`src/rtl/mpi_pkg.sv`:
```
// Shared definitions for the multi-channel MPI receive buffer:
// register offsets, STATUS/CTRL bit positions and per-channel status.
package mpi_pkg;

    localparam logic [1:0] REG_DATA   = 2'd0;
    localparam logic [1:0] REG_SIZE   = 2'd1;
    localparam logic [1:0] REG_STATUS = 2'd2;
    localparam logic [1:0] REG_CTRL   = 2'd3;

    localparam int ST_AVAIL   = 0;
    localparam int ST_FULL    = 1;
    localparam int ST_OVF     = 2;
    localparam int ST_CNT_LSB = 8;

    localparam int CTRL_IE      = 0;
    localparam int CTRL_DROP    = 1;
    localparam int CTRL_CLR_OVF = 2;

    typedef struct packed {
        logic [7:0] pkt_cnt;
        logic       ovf;
        logic       full;
        logic       avail;
    } chan_status_t;

    function automatic logic [15:0] status_word(chan_status_t s);
        logic [15:0] w;
        w                    = '0;
        w[ST_AVAIL]          = s.avail;
        w[ST_FULL]           = s.full;
        w[ST_OVF]            = s.ovf;
        w[ST_CNT_LSB +: 8]   = s.pkt_cnt;
        return w;
    endfunction

endpackage

```
`src/rtl/mpi_buffer_mc_if.sv`:
```
// NoC ingress and register-bus signal bundle for mpi_buffer_mc.
// slave = the buffer, master = whatever drives the ingress ports and the bus.
interface mpi_buffer_mc_if #(
    parameter int NOC_FLIT_WIDTH = 32,
    parameter int CHANNELS       = 2
);
    logic [CHANNELS*NOC_FLIT_WIDTH-1:0] noc_in_flit;
    logic [CHANNELS-1:0]                noc_in_last;
    logic [CHANNELS-1:0]                noc_in_valid;
    logic [CHANNELS-1:0]                noc_in_ready;
    logic                               bus_en;
    logic                               bus_we;
    logic [7:0]                         bus_addr;
    logic [NOC_FLIT_WIDTH-1:0]          bus_wdata;
    logic [NOC_FLIT_WIDTH-1:0]          bus_rdata;
    logic                               bus_ack;
    logic                               irq;

    modport slave (
        input  noc_in_flit, noc_in_last, noc_in_valid,
        input  bus_en, bus_we, bus_addr, bus_wdata,
        output noc_in_ready, bus_rdata, bus_ack, irq
    );

    modport master (
        output noc_in_flit, noc_in_last, noc_in_valid,
        output bus_en, bus_we, bus_addr, bus_wdata,
        input  noc_in_ready, bus_rdata, bus_ack, irq
    );
endinterface

```
`src/rtl/mpi_channel_buffer.sv`:
```
// One receive channel: flit FIFO + packet-length FIFO, oversize truncation, drop, OVF/IE.
// Latency: packet visible one cycle after its last flit; DATA pop takes effect at the access edge.
// Backpressure: ready = !flit_full, except an oversize packet's tail is always accepted and discarded.
module mpi_channel_buffer
    import mpi_pkg::*;
#(
    parameter int W    = 32,
    parameter int SIZE = 16
) (
    input  logic         clk,
    input  logic         rst,
    input  logic [W-1:0] flit,
    input  logic         last,
    input  logic         valid,
    output logic         ready,
    input  logic         pop_req,
    input  logic         ctrl_wr,
    input  logic [2:0]   ctrl_wdata,
    output logic [W-1:0] head_flit,
    output logic [W-1:0] remaining,
    output chan_status_t status,
    output logic         ie
);
    localparam int AW = $clog2(SIZE);
    localparam int LW = $clog2(SIZE + 1);
    localparam logic [LW-1:0] SIZE_L = LW'(SIZE);

    logic [W-1:0]  flit_mem [SIZE];
    logic [LW-1:0] len_mem  [SIZE];
    logic [AW-1:0] wr_ptr, rd_ptr, len_wr, len_rd;
    logic [LW-1:0] flit_cnt, len_cnt, wr_len, rem;
    logic          rem_loaded, ovf, rst_done;

    logic          flit_full, oversize, acc, push_flit, commit, avail, pop, drop, len_pop;
    logic [LW-1:0] commit_len, remaining_l, rem_next, flit_dec;

    always_comb begin
        flit_full   = (flit_cnt == SIZE_L);
        oversize    = (wr_len == SIZE_L);
        ready       = rst_done & (oversize | ~flit_full);
        acc         = valid & ready;
        push_flit   = acc & ~oversize;
        commit      = acc & last;
        commit_len  = oversize ? SIZE_L : wr_len + LW'(1);
        avail       = (len_cnt != '0);
        // The head count is consumed directly until the first pop latches a running copy.
        remaining_l = rem_loaded ? rem : (avail ? len_mem[len_rd] : '0);
        pop         = pop_req & avail;
        drop        = ctrl_wr & ctrl_wdata[CTRL_DROP] & avail;
        rem_next    = remaining_l - LW'(1);
        len_pop     = drop | (pop & (rem_next == '0));
        flit_dec    = drop ? remaining_l : LW'(pop);
    end

    always_ff @(posedge clk) begin
        if (!rst) begin
            rst_done   <= 1'b0;
            wr_ptr     <= '0;
            rd_ptr     <= '0;
            flit_cnt   <= '0;
            len_wr     <= '0;
            len_rd     <= '0;
            len_cnt    <= '0;
            wr_len     <= '0;
            rem        <= '0;
            rem_loaded <= 1'b0;
            ovf        <= 1'b0;
            ie         <= 1'b0;
        end else begin
            rst_done <= 1'b1;
            if (push_flit) wr_ptr <= wr_ptr + AW'(1);
            rd_ptr   <= rd_ptr + AW'(flit_dec);
            flit_cnt <= flit_cnt + LW'(push_flit) - flit_dec;

            if (commit) begin
                len_wr <= len_wr + AW'(1);
                wr_len <= '0;
            end else if (push_flit) begin
                wr_len <= wr_len + LW'(1);
            end
            len_rd  <= len_rd + AW'(len_pop);
            len_cnt <= len_cnt + LW'(commit) - LW'(len_pop);

            if (len_pop) begin
                rem_loaded <= 1'b0;
            end else if (pop) begin
                rem        <= rem_next;
                rem_loaded <= 1'b1;
            end

            if (acc && oversize)                       ovf <= 1'b1;
            else if (ctrl_wr && ctrl_wdata[CTRL_CLR_OVF]) ovf <= 1'b0;

            if (ctrl_wr) ie <= ctrl_wdata[CTRL_IE];
        end
    end

    always_ff @(posedge clk) begin
        if (push_flit) flit_mem[wr_ptr] <= flit;
        if (commit)    len_mem[len_wr]  <= commit_len;
    end

    assign head_flit      = flit_mem[rd_ptr];
    assign remaining      = W'(remaining_l);
    assign status.pkt_cnt = 8'(len_cnt);
    assign status.ovf     = ovf;
    assign status.full    = flit_full;
    assign status.avail   = avail;

endmodule

```
`src/rtl/mpi_buffer_mc.sv`:
```
// Multi-channel packet-level NoC receive buffer behind a single-cycle register bus.
// Latency: bus_ack and registered bus_rdata one cycle after bus_en; one access per cycle sustained.
// Backpressure: per-channel noc_in_ready from each channel's flit FIFO; the bus never stalls.
module mpi_buffer_mc
    import mpi_pkg::*;
#(
    parameter int NOC_FLIT_WIDTH = 32,
    parameter int SIZE           = 16,
    parameter int CHANNELS       = 2
) (
    input logic            clk,
    input logic            rst,
    mpi_buffer_mc_if.slave mpi
);
    localparam int W = NOC_FLIT_WIDTH;

    chan_status_t        st       [CHANNELS];
    logic [W-1:0]        head     [CHANNELS];
    logic [W-1:0]        rem      [CHANNELS];
    logic [CHANNELS-1:0] rdy_v, ie_v, avail_v, data_rd, ctrl_wr;
    logic [3:0]          acc_ch;
    logic [1:0]          acc_reg;
    logic [W-1:0]        rd_val;

    assign acc_ch  = mpi.bus_addr[7:4];
    assign acc_reg = mpi.bus_addr[3:2];

    for (genvar g = 0; g < CHANNELS; g++) begin : g_ch
        mpi_channel_buffer #(
            .W    (W),
            .SIZE (SIZE)
        ) u_ch (
            .clk        (clk),
            .rst        (rst),
            .flit       (mpi.noc_in_flit[g*W +: W]),
            .last       (mpi.noc_in_last[g]),
            .valid      (mpi.noc_in_valid[g]),
            .ready      (rdy_v[g]),
            .pop_req    (data_rd[g]),
            .ctrl_wr    (ctrl_wr[g]),
            .ctrl_wdata (mpi.bus_wdata[2:0]),
            .head_flit  (head[g]),
            .remaining  (rem[g]),
            .status     (st[g]),
            .ie         (ie_v[g])
        );
        assign avail_v[g] = st[g].avail;
    end

    // Channels at or above CHANNELS never match, so they read 0 and ignore writes.
    always_comb begin
        rd_val  = '0;
        data_rd = '0;
        ctrl_wr = '0;
        for (int c = 0; c < CHANNELS; c++) begin
            if (acc_ch == 4'(c)) begin
                case (acc_reg)
                    REG_DATA:   rd_val = st[c].avail ? head[c] : '0;
                    REG_SIZE:   rd_val = rem[c];
                    REG_STATUS: rd_val = W'(status_word(st[c]));
                    default:    rd_val[CTRL_IE] = ie_v[c];
                endcase
                data_rd[c] = mpi.bus_en & ~mpi.bus_we & (acc_reg == REG_DATA);
                ctrl_wr[c] = mpi.bus_en &  mpi.bus_we & (acc_reg == REG_CTRL);
            end
        end
    end

    always_ff @(posedge clk) begin
        if (!rst) begin
            mpi.bus_ack   <= 1'b0;
            mpi.bus_rdata <= '0;
        end else begin
            mpi.bus_ack   <= mpi.bus_en;
            mpi.bus_rdata <= (mpi.bus_en && !mpi.bus_we) ? rd_val : '0;
        end
    end

    assign mpi.noc_in_ready = rdy_v;
    assign mpi.irq          = |(ie_v & avail_v);

endmodule
```
`src/flat_wrapper.sv`:
```
// flat-port wrapper written by rule: the top's interface ports become plain ports
module mpi_buffer_mc_flat import mpi_pkg::*;
#(
    parameter int NOC_FLIT_WIDTH = 32,
    parameter int SIZE           = 16,
    parameter int CHANNELS       = 2
)
  (clk, rst, mpi_noc_in_flit, mpi_noc_in_last, mpi_noc_in_valid, mpi_bus_en, mpi_bus_we, mpi_bus_addr, mpi_bus_wdata, mpi_noc_in_ready, mpi_bus_rdata, mpi_bus_ack, mpi_irq);
  mpi_buffer_mc_if #(.NOC_FLIT_WIDTH(NOC_FLIT_WIDTH), .CHANNELS(CHANNELS)) mpi_i ();
  input logic clk;
  input logic rst;
  input wire logic [$bits(mpi_i.noc_in_flit)-1:0] mpi_noc_in_flit;
  input wire logic [$bits(mpi_i.noc_in_last)-1:0] mpi_noc_in_last;
  input wire logic [$bits(mpi_i.noc_in_valid)-1:0] mpi_noc_in_valid;
  input wire logic [$bits(mpi_i.bus_en)-1:0] mpi_bus_en;
  input wire logic [$bits(mpi_i.bus_we)-1:0] mpi_bus_we;
  input wire logic [$bits(mpi_i.bus_addr)-1:0] mpi_bus_addr;
  input wire logic [$bits(mpi_i.bus_wdata)-1:0] mpi_bus_wdata;
  output wire logic [$bits(mpi_i.noc_in_ready)-1:0] mpi_noc_in_ready;
  output wire logic [$bits(mpi_i.bus_rdata)-1:0] mpi_bus_rdata;
  output wire logic [$bits(mpi_i.bus_ack)-1:0] mpi_bus_ack;
  output wire logic [$bits(mpi_i.irq)-1:0] mpi_irq;
  assign mpi_i.noc_in_flit = mpi_noc_in_flit;
  assign mpi_i.noc_in_last = mpi_noc_in_last;
  assign mpi_i.noc_in_valid = mpi_noc_in_valid;
  assign mpi_i.bus_en = mpi_bus_en;
  assign mpi_i.bus_we = mpi_bus_we;
  assign mpi_i.bus_addr = mpi_bus_addr;
  assign mpi_i.bus_wdata = mpi_bus_wdata;
  assign mpi_noc_in_ready = mpi_i.noc_in_ready;
  assign mpi_bus_rdata = mpi_i.bus_rdata;
  assign mpi_bus_ack = mpi_i.bus_ack;
  assign mpi_irq = mpi_i.irq;
  mpi_buffer_mc #(.NOC_FLIT_WIDTH(NOC_FLIT_WIDTH), .SIZE(SIZE), .CHANNELS(CHANNELS)) u_core (.clk(clk), .rst(rst), .mpi(mpi_i));
endmodule
```
`config.mk`:
```
export PLATFORM = sky130hd
export DESIGN_NAME = mpi_buffer_mc_flat
export DESIGN_NICKNAME = d
export VERILOG_FILES = /design/src/rtl/mpi_pkg.sv /design/src/rtl/mpi_buffer_mc_if.sv /design/src/rtl/mpi_channel_buffer.sv /design/src/rtl/mpi_buffer_mc.sv /design/src/flat_wrapper.sv
export SDC_FILE = /design/constraint.sdc
export NUM_CORES = 1
export LEC_CHECK = 0
export ABC_AREA = 0
export CELL_PAD_IN_SITES_DETAIL_PLACEMENT = 0
export CELL_PAD_IN_SITES_GLOBAL_PLACEMENT = 2
export CORE_ASPECT_RATIO = 1.2
export CORE_MARGIN = 2
export CORE_UTILIZATION = 44
export DETAILED_ROUTE_END_ITERATION = 10
export PLACE_DENSITY = 0.85
export RECOVER_POWER = 25
export SLEW_MARGIN = 10
export SYNTH_ARGS = -nofsm -noshare
export SYNTH_HDL_FRONTEND = slang
export SYNTH_SLANG_ARGS = --single-unit
export TNS_END_PERCENT = 30
```
`constraint.sdc`:
```
create_clock -name clk -period 5 [get_ports clk]
set_clock_uncertainty 0.15 [all_clocks]
set_input_delay 1.25 -clock clk [delete_from_list [all_inputs] [get_ports clk]]
set_output_delay 1.25 -clock clk [all_outputs]
set_load 0.05 [all_outputs]
```
Word level (Yosys, flattened, before mapping)
Memory sizes are Yosys's and may differ from the RTL's. A register that Yosys moved wholly into a read port is not among the register bits.
Index checks and enable logic that the tools add are counted.
Storage, ports and cells
  memories kept: 4
  output and inout bits: 36
  word-level logic and storage cells: 149
  ROM bits: 0
  latch bits: 0
  input port bits: 112
  flip-flop bits (word level): 112
  bits in writable memories: 1184
Operators by class
  equality and inequality tests: 8
  bitwise logic cells: 33
  $add $sub $neg: 20
  order comparisons: 0
  multiply operators: 0
  shift operators: 0
  muxes and demuxes: 37
  div/mod/pow operators: 0
  reductions and logical operators: 22
Memory list
  u_core.g_ch[0].u_ch.flit_mem: depth 16, bits a word 32, rd ports 1, clocked after memory_dff 1, write ports 1, line mpi_channel_buffer.sv:28  | logic [W-1:0] flit_mem [SIZE];
  u_core.g_ch[1].u_ch.flit_mem: depth 16, bits a word 32, rd ports 1, clocked after memory_dff 1, write ports 1, line mpi_channel_buffer.sv:28
  u_core.g_ch[0].u_ch.len_mem: depth 16, bits a word 5, rd ports 1, clocked after memory_dff 1, write ports 1, line mpi_channel_buffer.sv:29  | logic [LW-1:0] len_mem [SIZE];
  u_core.g_ch[1].u_ch.len_mem: depth 16, bits a word 5, rd ports 1, clocked after memory_dff 1, write ports 1, line mpi_channel_buffer.sv:29
Operators by type and width (number)
  one-hot mux 31 bit (3 select lines): 2
  2-to-1 mux 32 bit: 4
  2-to-1 mux 5 bit: 8
  adder 5 x 1 -> 5 bit: 4
  AND 1 bit: 20
  == test 5 bit, second input constant: 4
  2-to-1 mux 1 bit: 17
  adder 4 x 1 -> 4 bit, second input constant: 4
  2-to-1 mux 4 bit: 4
  adder 5 x 1 -> 5 bit, second input constant: 2
  logical NOT 5 bit: 2
  nonzero test 5 bit: 2
  OR reduction 2 bit: 5
  subtractor 5 x 1 -> 5 bit: 2
  subtractor 5 x 1 -> 5 bit, second input constant: 2
  subtractor 5 bit: 2
  adder 4 x 1 -> 4 bit: 2
  adder 4 bit: 2
  inverter 1 bit: 8
  one-hot mux 1 bit (3 select lines): 2
  AND reduction 2 bit: 3
  logical AND 1 bit: 5
  == test 2 bit, second input constant: 2
  == test 4 x 1 -> 1 bit, second input constant: 1
  7 further kinds: 11

Logic depth before layout (Yosys ltp)
Gate-level depths: netlist (run 1).
  depth in word-level cells: 9
  mapped depth: 27
  depth with buffers taken out: 25

Modules after synthesis
From an unflattened synthesis (run 1), not the netlist that was laid out.
Unflattened totals
  cells, all modules: 2770
  area total of the unflattened synthesis: 53085.9 sq um
By module, submodules not included
  mpi_channel_buffer (u_core.g_ch[0].u_ch): cells each 1214, area an instance 25189.2 sq um, instances 1, sequential area each 18577.8 sq um
  mpi_channel_buffer (u_core.g_ch[1].u_ch): cells each 1219, area an instance 25164.1 sq um, instances 1, sequential area each 18577.8 sq um
  mpi_buffer_mc: cells each 337, area an instance 2732.6 sq um, instances 1, sequential area each 660.6 sq um

Least setup slack after synthesis (run 1)
Ideal clock, no wire load.
  path type: input-to-reg
  from: input mpi_noc_in_valid[0]
  to: memory u_core.g_ch[0].u_ch.flit_mem[3][0], enable pin
  data required time: 4.389 ns
  stages on the path: 4
  buffers on the path: 0
  setup time: 0.461 ns
  arrival time: 4.296 ns
  slack: 0.093 ns
  cells stage by stage: nand2_1 nor2_1 nand2_1 nor3_1
Between the ends
  longest elaborated chain between the ends: 4
Ends and longest elaborated chain
  start, declared: line flat_wrapper.sv:14  | input wire logic [$bits(mpi_i.noc_in_valid)-1:0] mpi_noc_in_valid;
  AND 1 bit: line mpi_channel_buffer.sv:41  | acc = valid & ready;
  AND 1 bit: line mpi_channel_buffer.sv:42  | push_flit = acc & ~oversize;
  2-to-1 mux 1 bit: line mpi_channel_buffer.sv:99  | if (push_flit) flit_mem[wr_ptr] <= flit;
  2-to-1 mux 1 bit (not written as such): line mpi_channel_buffer.sv:99
  end, declared: line mpi_channel_buffer.sv:28
No other way between the ends.

==> impl_summary.txt, run 1 <==
----------------------------------------------------
[Outcome]
  Result of the run ... finished, final reports clean

[Route]
  Number of detailed-routing iterations run before antenna repair ... 5
  Via count ... 24865
  DRT Wirelength ... 114 mm
  Number of nets with antenna violations after routing ... 0
  DRC errors left ... 0
  Number of DRC violations after detailed-routing iteration 0 ... 2537
  Routed len/inst ... 26.1 um
  Post-DR vias/cell ... 5.70

[Final layout]
  Layout filler cell count ... 8764
  Number of nets in the layout ... 2914
  Post-Route Utilization ... 0.515
  Area grow syn2layout ... 15.8%
  Fraction of layout instances using a drive strength above 1 ... 0.262
  Design Area, Final ... 0.0591 mm2

[Worst setup path]
  Category of the most critical setup path ... reg2reg
  Most common cell type on the critical path ... sky130_fd_sc_hd__ha_1
  Critical-path cell with the highest stage delay ... sky130_fd_sc_hd__mux4_2
  Capture point of the critical path ... u_core.g_ch[1].u_ch.len_cnt[4]$_SDFF_PN0_
  Flop-to-flop setup slack ... 0.24 ns
  CP required ... 5.49 ns
  Count of buffer and inverter cells on the critical path ... 4
  Family with the most delay on the worst path ... compound AO/OA/AOI/OAI gates
  Reg2reg start ... u_core.g_ch[1].u_ch.len_rd[0]$_SDFF_PN0_
  Worst stage delay on the critical path ... 0.51 ns
  Endpoint of the most critical register-to-register path ... u_core.g_ch[1].u_ch.len_cnt[4]$_SDFF_PN0_
  Launching instance or port of the critical path ... u_core.g_ch[1].u_ch.len_rd[0]$_SDFF_PN0_
  Worst path cell trace ... buf_12 > mux4_2 > a22oi_2 > nand2_1 > a22o_1 > inv_1 > ha_1 > nand2_1 > a2111o_1 > mux2i_2 > o211ai_2 > o31ai_2 > buf_4 > ha_1 > inv_1 > ha_1 > fa_2 > a21oi_1 > nor2_1 > or3_1 > a21oi_1
  Data arrival at the endpoint of the critical path ... 5.24 ns
  Critical Path Fanout Max ... 9
  Worst setup SP type ... flip-flop
  R2R cell count ... 21
  Path length in cells of the critical path ... 21
  Crit end category ... flip-flop

[STA]
  Total Neg Setup Slack ... 0 ns
  Max Fclk ... 210 MHz
  Worst Max-Slew Pin Slew ... 1.21 ns
  Max-slew violation total from the final report ... 0
  Final critical delay including setup and external delays ... 4.76 ns
  Setup repair after global routing missed its margin ... yes
  Setup violation total in the final timing report ... 0
  Slew headroom ... 0.186
  Final period util ... 0.951
  Endpoints failing hold ... 0

[Global routing]
  Overall track demand over capacity in global routing ... 0.194
  Residual overflow from global routing ... 0
  Wire length of the first global-routing pass ... 168 mm
  Number of antenna violations at the first check in global routing ... 22
  Via count of the first global-routing pass ... 25936
  Largest net degree at the start of global routing ... 69

[Power and ir drop]
  Power per unit of standard cell area ... 384 mW/mm2
  Worst ir drop on vdd ... 0.000320 V
  Leakage Power ... 18.4 nW

[Min path]
  Type of the tightest min-delay check ... reg2reg
  Hold path depth ... 2

[Clock network]
  Cell at the root of the clock tree ... sky130_fd_sc_hd__clkbuf_16
  Total CTS buffers ... 130
  Sink count of the clock tree ... 1296
  Number of buffers inserted by hold repair at cts ... 0
  Clock latency on the worst-skew pair ... 0.73 ns
  Buffers from clock root to sink, at most ... 3
  Clock-pin transition on the worst setup and hold timing paths ... 0.06 ns
  Maximum level of the CTS H-tree ... 4
  CTS tree ... yes

[Logic synthesis]
  Syn Std Cell Area ... 0.0510 mm2
  Share of Yosys cell area claimed by the top area cell type ... 0.697
  Average cell area after synthesis ... 20.5 um2
  Number of enable flip-flop cells after synthesis ... 1184
  Share of flip-flops with an asynchronous set or reset ... 0
  Netlist cell types ... 74
  Post-synthesis sequential area ratio ... 0.741
  Most area-hungry cell type in the Yosys netlist ... sky130_fd_sc_hd__edfxtp_1
  Ys Warns ... 0
  Dominant cells by area after synthesis ... sky130_fd_sc_hd__edfxtp_1, sky130_fd_sc_hd__mux4_2, sky130_fd_sc_hd__dfxtp_1, sky130_fd_sc_hd__ha_1, sky130_fd_sc_hd__nor2_1
  Total nets after synthesis ... 2673
  Cells after synthesis ... 2493
  Most numerous cell in the Yosys netlist ... sky130_fd_sc_hd__edfxtp_1
  Number of synthesized register bits ... 1296
  Ys flop type ... sky130_fd_sc_hd__edfxtp_1
  Commonest cells post-synth ... sky130_fd_sc_hd__edfxtp_1, sky130_fd_sc_hd__mux4_2, sky130_fd_sc_hd__nor2_1

[Floorplanning]
  Initial Util ... 0.444
  Horiz. Die Dim ... 315 um
  Floorplan core area ... 0.115 mm2
  Die area ... 0.119 mm2
  Row cnt ... 136
  Height of the die ... 377 um
  Boundary Pins ... 148

[Place]
  DPL Wire Length ... 67.3 mm
  Number of input and output port buffers inserted ... 116
  Final RePlAce weighted congestion ... 0.800
  Area after detailed placement ... 0.0547 mm2

[Run]
  Max Cap Violations ... 0

----------------------------------------------------
-- layout make-up --
class                      instances  area [um2]  share of cell area
sequential                      1296       37800               0.640
multi-input combinational       1019       12800               0.216
clock buffer                     178        3550              0.0600
timing repair buffer             231        2220              0.0375
tap                             1518        1900              0.0321
clock inverter                    57         636              0.0108
inverter                          56         210             0.00356
antenna                            4        10.0            0.000169
-- cell families after synthesis --
kind of cell / share of synthesized area
mux: 0.162
fa+ha+maj: 0.0176
buf+inv: 0.0154
simple gates: 0.0330
compound gates: 0.0220
xor+xnor: 0.00942
flops: 0.741
-- where the power goes --
part	total [mW]	internal (mW)	switching [mW]	leakage [nW]
sequential	12.0	12.0	0.0616	11.6
clock	9.45	5.39	4.06	2.02
combinational	1.21	0.486	0.727	4.74
-- flip-flops by register name, summed over array words and instances, names as in the netlist --
name,cells
u_core.g_ch.u_ch.flit_mem,1024
u_core.g_ch.u_ch.len_mem,160
u_core.mpi.bus_rdata,32
u_core.g_ch.u_ch.flit_cnt,10
u_core.g_ch.u_ch.len_cnt,10
u_core.g_ch.u_ch.rem,10
u_core.g_ch.u_ch.wr_len,10
u_core.g_ch.u_ch.len_rd,8
u_core.g_ch.u_ch.len_wr,8
u_core.g_ch.u_ch.rd_ptr,8
u_core.g_ch.u_ch.wr_ptr,8
u_core.g_ch.u_ch.ie,2
u_core.g_ch.u_ch.ovf,2
u_core.g_ch.u_ch.rem_loaded,2
u_core.g_ch.u_ch.rst_done,1
u_core.mpi.bus_ack,1
-- worst reg2reg max path, stage by stage, from the launching register on --
cell and delay (ns):
sky130_fd_sc_hd__dfxtp_2 0.35, sky130_fd_sc_hd__buf_12 0.15, sky130_fd_sc_hd__mux4_2 0.51, sky130_fd_sc_hd__a22oi_2 0.30, sky130_fd_sc_hd__nand2_1 0.11, sky130_fd_sc_hd__a22o_1 0.21
sky130_fd_sc_hd__inv_1 0.08, sky130_fd_sc_hd__ha_1 0.18, sky130_fd_sc_hd__nand2_1 0.08, sky130_fd_sc_hd__a2111o_1 0.41, sky130_fd_sc_hd__mux2i_2 0.21, sky130_fd_sc_hd__o211ai_2 0.13
sky130_fd_sc_hd__o31ai_2 0.19, sky130_fd_sc_hd__buf_4 0.16, sky130_fd_sc_hd__ha_1 0.12, sky130_fd_sc_hd__inv_1 0.04, sky130_fd_sc_hd__ha_1 0.20, sky130_fd_sc_hd__fa_2 0.37
sky130_fd_sc_hd__a21oi_1 0.15, sky130_fd_sc_hd__nor2_1 0.06, sky130_fd_sc_hd__or3_1 0.35, sky130_fd_sc_hd__a21oi_1 0.16
-- placed cells by master, fill, tap and decap left out, types with 51 or more instances in the layout --
cell type                            n
sky130_fd_sc_hd__clkbuf_16         132
sky130_fd_sc_hd__nand2_1            77
sky130_fd_sc_hd__edfxtp_1         1184
sky130_fd_sc_hd__nor2_1            136
sky130_fd_sc_hd__clkdlybuf4s50_1    72
sky130_fd_sc_hd__buf_4              99
sky130_fd_sc_hd__inv_1              53
sky130_fd_sc_hd__a22oi_1            51
sky130_fd_sc_hd__mux4_2            353
sky130_fd_sc_hd__ha_1               60
sky130_fd_sc_hd__dfxtp_1           101
-- repair_timing --
item | 4_1_cts | 5_1_grt
pin swaps | 3 | 9
buffers inserted | 3 | 8
endpoints found under the setup margin | 2 | 3
endpoints found under the hold margin | 0 | 0
resized for setup | 8 | 18
-- routing by layer --
layer / global-route usage / up-vias / wire length (um)
met4: 0.0612 / 6 / 2930
met1: 0.258 / 13144 / 46100
li1: - / 10643 / -
met5: 0 / - / 30
met3: 0.0356 / 190 / 7210
met2: 0.325 / 882 / 57300
-- how the worst min path moves through the flow --
stage / startpoint / endpoint / slack [ns]
floorplan: u_core.g_ch[0].u_ch.rem[4]$_SDFFE_PN0P_ / u_core.g_ch[0].u_ch.rem[4]$_SDFFE_PN0P_ / 0.30
global placement: u_core.g_ch[1].u_ch.rem[1]$_SDFFE_PN0P_ / u_core.g_ch[1].u_ch.rem[1]$_SDFFE_PN0P_ / 0.32
detailed placement: u_core.g_ch[1].u_ch.rem[1]$_SDFFE_PN0P_ / u_core.g_ch[1].u_ch.rem[1]$_SDFFE_PN0P_ / 0.33
CTS: u_core.g_ch[1].u_ch.rem[1]$_SDFFE_PN0P_ / u_core.g_ch[1].u_ch.rem[1]$_SDFFE_PN0P_ / 0.33
global route: u_core.g_ch[0].u_ch.rem[4]$_SDFFE_PN0P_ / u_core.g_ch[0].u_ch.rem[4]$_SDFFE_PN0P_ / 0.35
finish: u_core.g_ch[1].u_ch.rem[1]$_SDFFE_PN0P_ / u_core.g_ch[1].u_ch.rem[1]$_SDFFE_PN0P_ / 0.33
-- per-stage QoR --
step / setup slack (ns) / cells / total power [mW] / hold slack (ns)
finish: 0.244 / 4359 / 22.7 / 0.332
floorplan: 0.0932 / 2493 / 12.9 / 0.297
CTS: 0.0131 / 4347 / 22.9 / 0.334
global placement: -0.136 / 4109 / 13.4 / 0.317
detailed placement: -0.172 / 4109 / 13.4 / 0.326
global route: -0.00632 / 4358 / 23.4 / 0.352
Note: power is estimated with default switching activity, not from simulation.
==> run 2: changes to the inputs <==
- CORE_UTILIZATION: 44 -> 39
- PLACE_DENSITY: 0.85 -> 0.77
==> run 2 against run 1 <==
The flow now finishes with violations (max-capacitance violations, max-slew violations). Combinational power about the same. Non-clock buffer count rose by 5. Global-route usage fell by 1.8 points. Sequential power is essentially flat. Final area grew 1.1%. Via count up 0.14%. Die area grew 13%. Critical path type unchanged. Critical endpoint is now u_core.g_ch[0].u_ch.len_cnt[4]$_SDFF_PN0_. Largest power group unchanged. Highest routed layer unchanged.
==> impl_summary.txt, run 2 (synthesized netlist as in run 1, its figures left out) <==
----------------------------------------------------
[Route]
  DRT Wirelength ... 117 mm
  Number of detailed-routing iterations run before antenna repair ... 5
  Via count ... 24900
  Number of DRC violations after detailed-routing iteration 0 ... 2179
  DRC errors left ... 0
  Post-DR vias/cell ... 5.47
  Routed len/inst ... 25.7 um
  Number of nets with antenna violations after routing ... 0

[Final layout]
  Number of nets in the layout ... 2924
  Most frequent standard cell in the layout excluding fill and tap cells ... sky130_fd_sc_hd__edfxtp_1
  Flip-flop count of the largest register after layout ... 1024
  Regs by FF count ... u_core.g_ch.u_ch.flit_mem x1024, u_core.g_ch.u_ch.len_mem x160, u_core.mpi.bus_rdata x32
  Post-Route Utilization ... 0.459
  Fraction of layout instances using a drive strength above 1 ... 0.270
  Filler-free cell count of the finished design ... 4548
  Largest register by flop count ... u_core.g_ch.u_ch.flit_mem
  Design Area, Final ... 0.0597 mm2
  Area grow syn2layout ... 17.1%
  Layout filler cell count ... 10586
  Leading cell types in the layout, fill and taps excluded ... sky130_fd_sc_hd__edfxtp_1, sky130_fd_sc_hd__mux4_2, sky130_fd_sc_hd__clkbuf_16

[STA]
  Setup violation total in the final timing report ... 0
  Max-slew violation total from the final report ... 32
  Endpoints failing hold ... 0
  Max Fclk ... 206 MHz
  WHS ... 0.329 ns
  Slew headroom ... -0.0426
  Final critical-path setup slack ... 0.154 ns
  Final critical delay including setup and external delays ... 4.85 ns
  Worst Max-Slew Pin Slew ... 1.56 ns
  Final period util ... 0.969
  Total Neg Setup Slack ... 0 ns

[Floorplanning]
  Height of the die ... 400 um
  Die area ... 0.134 mm2
  Boundary Pins ... 148
  Row cnt ... 145
  Horiz. Die Dim ... 334 um
  Floorplan core area ... 0.130 mm2
  Initial Util ... 0.392

[Global routing]
  Via count of the first global-routing pass ... 25849
  Residual overflow from global routing ... 0
  Number of antenna violations at the first check in global routing ... 30
  Wire length of the first global-routing pass ... 172 mm
  Overall track demand over capacity in global routing ... 0.176
  Largest net degree at the start of global routing ... 70

[Clock network]
  Buffers from clock root to sink, at most ... 3
  Cell at the root of the clock tree ... sky130_fd_sc_hd__clkbuf_16
  Maximum level of the CTS H-tree ... 4
  Sink count of the clock tree ... 1296
  Clock latency on the worst-skew pair ... 0.74 ns
  Number of buffers inserted by hold repair at cts ... 0
  Total CTS buffers ... 135
  CTS tree ... yes
  Clock-pin transition on the worst setup and hold timing paths ... 0.06 ns

[Min path]
  Type of the tightest min-delay check ... reg2reg
  Hold path startpoint ... u_core.g_ch[1].u_ch.rem[0]$_SDFFE_PN0P_

[Place]
  Placed Cells ... 4284
  DPL Wire Length ... 68.4 mm
  Number of input and output port buffers inserted ... 116
  Worst-case setup slack after placement ... -0.138 ns
  Final RePlAce weighted congestion ... 0.822
  Area after detailed placement ... 0.0551 mm2

[Worst setup path]
  Reg2reg start ... u_core.g_ch[0].u_ch.len_rd[0]$_SDFF_PN0_
  Capture point of the critical path ... u_core.g_ch[0].u_ch.len_cnt[4]$_SDFF_PN0_
  Data arrival at the endpoint of the critical path ... 5.35 ns
  Flop-to-flop setup slack ... 0.15 ns
  R2R cell count ... 25
  Worst setup SP type ... flip-flop
  Category of the most critical setup path ... reg2reg
  Crit end category ... flip-flop
  Launching instance or port of the critical path ... u_core.g_ch[0].u_ch.len_rd[0]$_SDFF_PN0_
  CP required ... 5.50 ns
  Critical Path Fanout Max ... 8
  Endpoint of the most critical register-to-register path ... u_core.g_ch[0].u_ch.len_cnt[4]$_SDFF_PN0_

[Power and ir drop]
  Worst ir drop on vdd ... 0.000254 V
  Power per unit of standard cell area ... 387 mW/mm2
  Leakage Power ... 18.6 nW
  Final Total Pwr ... 23.1 mW

[Outcome]
  Result of the run ... finished, violations left
  Violated checks ... max-capacitance violations, max-slew violations

[Run]
  Max Cap Violations ... 1

----------------------------------------------------
-- run 2: layout make-up --
cell class,instances,area [um2],share of cell area
timing repair buffer,236,2390,0.0400
inverter,56,210,0.00352
tap,1690,2110,0.0354
clock buffer,173,3690,0.0617
antenna,4,10.0,0.000168
clock inverter,74,723,0.0121
sequential,1296,37800,0.633
multi-input combinational,1019,12800,0.214
-- run 2: worst min path at each step --
stage,to,cells after the start
3_3_place_gp,u_core.g_ch[0].u_ch.rem[0]$_SDFFE_PN0P_,2
6_report,u_core.g_ch[1].u_ch.rem[0]$_SDFFE_PN0P_,2
4_1_cts,u_core.g_ch[1].u_ch.rem[0]$_SDFFE_PN0P_,2
2_1_floorplan,u_core.g_ch[0].u_ch.rem[4]$_SDFFE_PN0P_,2
5_1_grt,u_core.g_ch[1].u_ch.rem[0]$_SDFFE_PN0P_,2
3_5_place_dp,u_core.g_ch[1].u_ch.rem[0]$_SDFFE_PN0P_,2
-- run 2: critical path, cell delays in order (launching register included) --
cell	delay, ns
sky130_fd_sc_hd__dfxtp_2	0.34
sky130_fd_sc_hd__buf_12	0.13
sky130_fd_sc_hd__mux4_2	0.50
sky130_fd_sc_hd__a22oi_2	0.25
sky130_fd_sc_hd__nand3_2	0.12
sky130_fd_sc_hd__a22o_1	0.23
sky130_fd_sc_hd__inv_1	0.09
sky130_fd_sc_hd__ha_2	0.18
sky130_fd_sc_hd__inv_1	0.08
sky130_fd_sc_hd__or3_4	0.39
sky130_fd_sc_hd__a31oi_4	0.20
sky130_fd_sc_hd__nand2b_1	0.09
sky130_fd_sc_hd__mux2i_2	0.25
sky130_fd_sc_hd__nor4b_4	0.08
sky130_fd_sc_hd__nand3_2	0.11
sky130_fd_sc_hd__nand2_2	0.08
sky130_fd_sc_hd__ha_1	0.28
sky130_fd_sc_hd__inv_1	0.04
sky130_fd_sc_hd__ha_1	0.19
sky130_fd_sc_hd__inv_2	0.06
sky130_fd_sc_hd__fa_2	0.21
sky130_fd_sc_hd__inv_1	0.04
sky130_fd_sc_hd__a21oi_1	0.12
sky130_fd_sc_hd__nor2_1	0.06
sky130_fd_sc_hd__or3_1	0.34
sky130_fd_sc_hd__a21oi_1	0.14
-- run 2: timing repair --
action,4_1_cts,5_1_grt
pin swaps,4,9
resized for setup,8,26
setup endpoints to repair,2,3
buffers inserted,3,9
cloned,0,1
-- run 2: routing by layer --
layer / routed length [um] / vias up / GRT usage
li1: - / 10689 / -
met1: 48600 / 13201 / 0.235
met2: 58900 / 794 / 0.295
met3: 6780 / 202 / 0.0304
met4: 2630 / 14 / 0.0503
met5: 98 / - / 0
-- run 2: power by group --
group	total [mW]	internal (mW)	switching, mW
Clock	9.89	5.81	4.08
Sequential	12.0	12.0	0.0602
Combinational	1.24	0.495	0.743
